File: src/rtl/lc3_pkg.sv
// Shared LC-3 decode constants and the operand-sequencer state type.
package lc3_pkg;

    localparam logic [3:0] OP_ST  = 4'b0011;
    localparam logic [3:0] OP_STI = 4'b1011;
    localparam logic [3:0] OP_STR = 4'b0111;

    localparam int OPC_LSB    = 12;
    localparam int SR1_LSB    = 6;
    localparam int STSRC_LSB  = 9;
    localparam int SR2_LSB    = 0;
    localparam int FIELD_W    = 3;

    typedef enum logic [1:0] {
        IDLE = 2'd0,
        READ = 2'd1,
        HOLD = 2'd2
    } rrs_state_t;

    // Stores read their data register from the DR/SR field instead of bits [2:0].
    function automatic logic [FIELD_W-1:0] sr2_field(input logic [15:0] instr);
        logic [3:0] opc;
        opc = instr[OPC_LSB +: 4];
        if (opc == OP_ST || opc == OP_STI || opc == OP_STR) begin
            return instr[STSRC_LSB +: FIELD_W];
        end
        return instr[SR2_LSB +: FIELD_W];
    endfunction

endpackage

File: src/rtl/reg_read_sequencer.sv
// Register-file read initiator: issues source addresses, absorbs the one-cycle
// read latency, bypasses racing writebacks and hands operands to execute.
module reg_read_sequencer
    import lc3_pkg::*;
#(
    parameter int DATA_W = 16,
    parameter int ADDR_W = 3
) (
    input  logic              clk,
    input  logic              rst_n,
    input  logic              in_valid,
    output logic              in_ready,
    input  logic [15:0]       in_instr,
    output logic              op_valid,
    input  logic              op_ready,
    output logic [15:0]       op_instr,
    output logic [DATA_W-1:0] op_sr1_data,
    output logic [DATA_W-1:0] op_sr2_data,
    input  logic              wb_valid,
    input  logic [ADDR_W-1:0] wb_dst,
    input  logic [DATA_W-1:0] wb_data,
    output logic [ADDR_W-1:0] rf_sr1,
    output logic [ADDR_W-1:0] rf_sr2,
    input  logic [DATA_W-1:0] rf_sr1_data,
    input  logic [DATA_W-1:0] rf_sr2_data,
    output logic [ADDR_W-1:0] rf_dst,
    output logic [DATA_W-1:0] rf_w_data,
    output logic              rf_w_en,
    output logic [1:0]        dbg_state
);

    // Handshakes: a transfer happens on a rising edge where valid & ready are
    // both high; a raised valid holds its payload until that edge.
    rrs_state_t state_q, state_d;

    logic [15:0]       instr_q, instr_d;
    logic [ADDR_W-1:0] sr1_q, sr1_d, sr2_q, sr2_d;
    logic              byp1_q, byp1_d, byp2_q, byp2_d;
    logic [DATA_W-1:0] byp1_data_q, byp1_data_d, byp2_data_q, byp2_data_d;
    logic [DATA_W-1:0] op1_q, op1_d, op2_q, op2_d;

    logic [ADDR_W-1:0] sr1_idx, sr2_idx;
    logic              accept;
    logic              hit1_new, hit2_new, hit1_held, hit2_held;

    assign sr1_idx = ADDR_W'(in_instr[SR1_LSB +: FIELD_W]);
    assign sr2_idx = ADDR_W'(sr2_field(in_instr));

    assign rf_sr1    = sr1_idx;
    assign rf_sr2    = sr2_idx;
    assign rf_w_en   = wb_valid & rst_n;
    assign rf_dst    = wb_dst;
    assign rf_w_data = wb_data;

    assign accept    = in_valid & in_ready;
    assign hit1_new  = wb_valid && (wb_dst == sr1_idx);
    assign hit2_new  = wb_valid && (wb_dst == sr2_idx);
    assign hit1_held = wb_valid && (wb_dst == sr1_q);
    assign hit2_held = wb_valid && (wb_dst == sr2_q);

    assign op_instr    = instr_q;
    assign op_sr1_data = op1_q;
    assign op_sr2_data = op2_q;
    assign dbg_state   = state_q;

    always_comb begin
        state_d  = state_q;
        in_ready = 1'b0;
        op_valid = 1'b0;
        case (state_q)
            IDLE: begin
                in_ready = 1'b1;
                if (in_valid) state_d = READ;
            end
            READ: state_d = HOLD;
            HOLD: begin
                op_valid = 1'b1;
                in_ready = op_ready;
                if (op_ready) state_d = in_valid ? READ : IDLE;
            end
            default: state_d = IDLE;
        endcase
    end

    always_comb begin
        instr_d     = instr_q;
        sr1_d       = sr1_q;
        sr2_d       = sr2_q;
        byp1_d      = byp1_q;
        byp2_d      = byp2_q;
        byp1_data_d = byp1_data_q;
        byp2_data_d = byp2_data_q;
        op1_d       = op1_q;
        op2_d       = op2_q;

        // The register file returns the pre-write value on the accept edge,
        // so a write there is remembered and replayed at capture.
        if (accept) begin
            instr_d     = in_instr;
            sr1_d       = sr1_idx;
            sr2_d       = sr2_idx;
            byp1_d      = hit1_new;
            byp2_d      = hit2_new;
            byp1_data_d = wb_data;
            byp2_data_d = wb_data;
        end

        if (state_q == READ) begin
            op1_d = hit1_held ? wb_data : (byp1_q ? byp1_data_q : rf_sr1_data);
            op2_d = hit2_held ? wb_data : (byp2_q ? byp2_data_q : rf_sr2_data);
        end

        if (state_q == HOLD) begin
            if (hit1_held) op1_d = wb_data;
            if (hit2_held) op2_d = wb_data;
        end
    end

    always_ff @(posedge clk or negedge rst_n) begin
        if (!rst_n) begin
            state_q     <= IDLE;
            instr_q     <= '0;
            sr1_q       <= '0;
            sr2_q       <= '0;
            byp1_q      <= 1'b0;
            byp2_q      <= 1'b0;
            byp1_data_q <= '0;
            byp2_data_q <= '0;
            op1_q       <= '0;
            op2_q       <= '0;
        end else begin
            state_q     <= state_d;
            instr_q     <= instr_d;
            sr1_q       <= sr1_d;
            sr2_q       <= sr2_d;
            byp1_q      <= byp1_d;
            byp2_q      <= byp2_d;
            byp1_data_q <= byp1_data_d;
            byp2_data_q <= byp2_data_d;
            op1_q       <= op1_d;
            op2_q       <= op2_d;
        end
    end

endmodule
File: config.mk
export PLATFORM = sky130hd
export DESIGN_NAME = reg_read_sequencer
export DESIGN_NICKNAME = d
export VERILOG_FILES = /design/src/rtl/lc3_pkg.sv /design/src/rtl/reg_read_sequencer.sv
export SDC_FILE = /design/constraint.sdc
export NUM_CORES = 1
export LEC_CHECK = 0
export ABC_AREA = 1
export CORE_MARGIN = 4
export CORE_UTILIZATION = 42
export CTS_CLUSTER_DIAMETER = 200
export CTS_CLUSTER_SIZE = 25
export DETAILED_ROUTE_END_ITERATION = 10
export GPL_TIMING_DRIVEN = 0
export HOLD_SLACK_MARGIN = 0.08
export PLACE_DENSITY = 0.71
export SKIP_LAST_GASP = 1
export SYNTH_ARGS = -nofsm -noshare
export SYNTH_HDL_FRONTEND = slang
export SYNTH_SLANG_ARGS = --single-unit
File: constraint.sdc
create_clock -name clk -period 1.5 [get_ports clk]
set_clock_uncertainty 0.05 [all_clocks]
set_input_delay 0.225 -clock clk [delete_from_list [all_inputs] [get_ports clk]]
set_output_delay 0.225 -clock clk [all_outputs]
set_load 0.03 [all_outputs]
==> run metrics <==
DP Area 6452 um2; Core Area 10940 um2; vias in the first global route 5199; drt initial violations 375; TritonCTS clock tree built; die width 114.3 um; placed insts 994; VDD IR max 0.7533 mV; f_max 641.9 MHz; Final min period 1558 ps; antenna-violating nets left 0; post-synth top area cell dfrtp_1; type of the tightest min-delay check in2reg; Yosys cell types 24; Ys Warns 0; count leader, synth nand2_1; Worst Path Arrival 1280 ps; ys async rst share 1.000; Tcrit/Tclk final 1.039; clock buffer depth 2; via count 5516; Cells after Synth 704; routability cong. 0.8918; top post-synthesis cells by count nand2_1 (310), nand3_1 (76), dfrtp_1 (71); CP max stage cell dfrtp_2; die area 13070 um2; nets@finish 982; Num CTS Buffers 9; Core Util, Final 0.7080; Max Slew Vio Count 0; ANT cells 0; hold slack 148.2 ps; Top delay family on crit path buffers and inverters; register area share after synthesis 0.3741; Mapped Avg Cell Area 6.747 um2; EDFF count, synth 0; Synth top area share 0.3741; Worst-path clk slew 60 ps; DRT Pass-1 Iters 8; final std cells w/o fill 1055; design area 7742 um2; failing checks negative setup slack; total global-route track usage 0.2535; pwr/cell area 1453 nW/um2; RSZ-0062 raised after global routing true; DRC Markers 0; CTS H-tree depth 3; Worst slew margin 0.6688; CP Launch Type flip-flop; starting density of the core 0.4343; max_cap viols 0; crit path cell chain buf_4 -> dlygate4sd2_1; Avg Vias per Cell 5.228; PnR worst setup slack -57.93 ps; synthesized area 4750 um2; largest net degree at the start of global routing 25; per-cell routed wire length 17.18 um; top_reg_cell synth dfrtp_1; WP data required 1220 ps; cell leakage power 3.982 nW; first-pass GRT wire length 25960 um; antenna violations before repair 0; DP Worst Slack -721.4 ps; Buf/Inv on CP 2; total power 11.25 mW; Worst Max-Slew Pin Slew 496.8 ps; fill count 910; Crit path largest cell delay 420 ps; Clock Sinks 71; WS Path Type reg2out; hpwl dp 11920 um; layout overhead on the synthesized area 63.01%; final setup fails 24; run status finished with violations; Congestion Overflow GR 0; Synth Register Bits 71; Worst setup EP type output pin; num rows 38; Mapped Nets 776; port buffer count 149; later-pin clock latency in the skew report 340 ps; Die Ht 114.3 um; WL final 18130 um; top cells by area, synth dfrtp_1 (37%), nand2_1 (24%), nand3_1 (8.0%), buf_4 (4.9%), inv_1 (4.7%); clk root buf clkbuf_16; CP max FO 4; final hold vios 0; setup TNS -456.8 ps; layout cell share with drive strength beyond 1 0.2863; IO Pins 150
## kinds of logic (layout without fill, tap and decap cells)
logic type | count (synthesis) | count (layout) | synth area share
compound gates | 29 | 29 | 0.03109
xor+xnor | 3 | 3 | 0.005533
buf+inv | 131 | 342 | 0.1386
flops | 71 | 71 | 0.3741
simple gates | 470 | 470 | 0.4507
## where the power goes
| group | internal, mW | total [mW] | leakage (nW) | switching (mW) |
|---|---|---|---|---|
| clock network | 1.55 | 2.43 | 0.158 | 0.887 |
| logic | 2.28 | 5.80 | 2.99 | 3.52 |
| registers | 2.59 | 3.02 | 0.835 | 0.423 |
| total | 6.42 | 11.3 | 3.98 | 4.83 |
## path summary, 6_finish.rpt
path	startpoint	endpoint	slack (ps)	depth (start not counted)
worst min register to register	op_instr[3]	op_instr[3]	420	2
worst max-delay path	dbg_state[0]	dbg_state[0]	-60	2
worst min-delay path	in_instr[15]	op_instr[15]	150	3
worst max register to register	dbg_state[1]	op_sr1_data[9]	-40	8
max in group asynchronous	rst_n	dbg_state[0]	560	6
min in group asynchronous	rst_n	op_sr1_data[13]	510	3
## layout make-up
cell class              count  area [um2]  share of cell area
plain buffers              59       495.5             0.06399
clock inverters             5       80.08             0.01034
well taps                 140       175.2             0.02262
repair buffers            197        2046              0.2642
flip-flops and latches     71        1782              0.2301
clock buffers              11       252.7             0.03264
inverters                  70       262.8             0.03394
multi-input cells         502        2649              0.3421
## registers in the layout, summed over array words and instances (netlist names)
| signal | count |
|---|---|
| dbg_state | 2 |
| byp2_data_q | 16 |
| op_instr | 16 |
| sr2_q | 3 |
| op_sr1_data | 16 |
| byp1_q | 1 |
| op_sr2_data | 16 |
| byp2_q | 1 |
## layout by cell type, fill, tap and decap left out, types with 4 or more instances in the layout
master | netlist | final
dfrtp_2 | 0 | 4
or2_1 | 22 | 22
dlygate4sd2_1 | 0 | 75
dfrtp_1 | 71 | 67
nand2_4 | 2 | 8
nand3_1 | 76 | 47
buf_2 | 10 | 5
buf_12 | 0 | 7
nand2_1 | 310 | 265
nand4_1 | 33 | 33
nor2_1 | 5 | 4
o21ai_1 | 5 | 5
o21ai_0 | 22 | 22
clkbuf_16 | 0 | 15
buf_6 | 5 | 23
inv_1 | 60 | 53
nand2_2 | 3 | 41
or2_4 | 0 | 7
clkdlybuf4s50_1 | 0 | 46
inv_2 | 10 | 17
clkdlybuf4s15_2 | 0 | 17
buf_4 | 31 | 47
clkbuf_2 | 0 | 10
nand3_2 | 0 | 28
buf_8 | 0 | 6
## worst min-delay path: stages
cell and delay [ps]:
dlymetal6s2s_1 150, nand2_1 80, nand2_1 50
## metal layers
metal	vias to the layer above	global-route usage	routed length, um
met5	-	0	0
met4	0	0.1164	482
met3	51	0.05127	1546
met2	284	0.4196	8991
met1	2583	0.3184	7108
li1	2598	-	-
## repair_timing
item / 4_1_cts / 5_1_grt
endpoints found under the setup margin: 140 / 97
cloned: 1 / 8
hold endpoints to repair: 47 / 23
gates resized for setup: 179 / 155
setup buffers: 7 / 24
hold buffers: 6 / 2
pin swaps: 5 / 50
No activity file was read; power rests on OpenSTA's default activity.
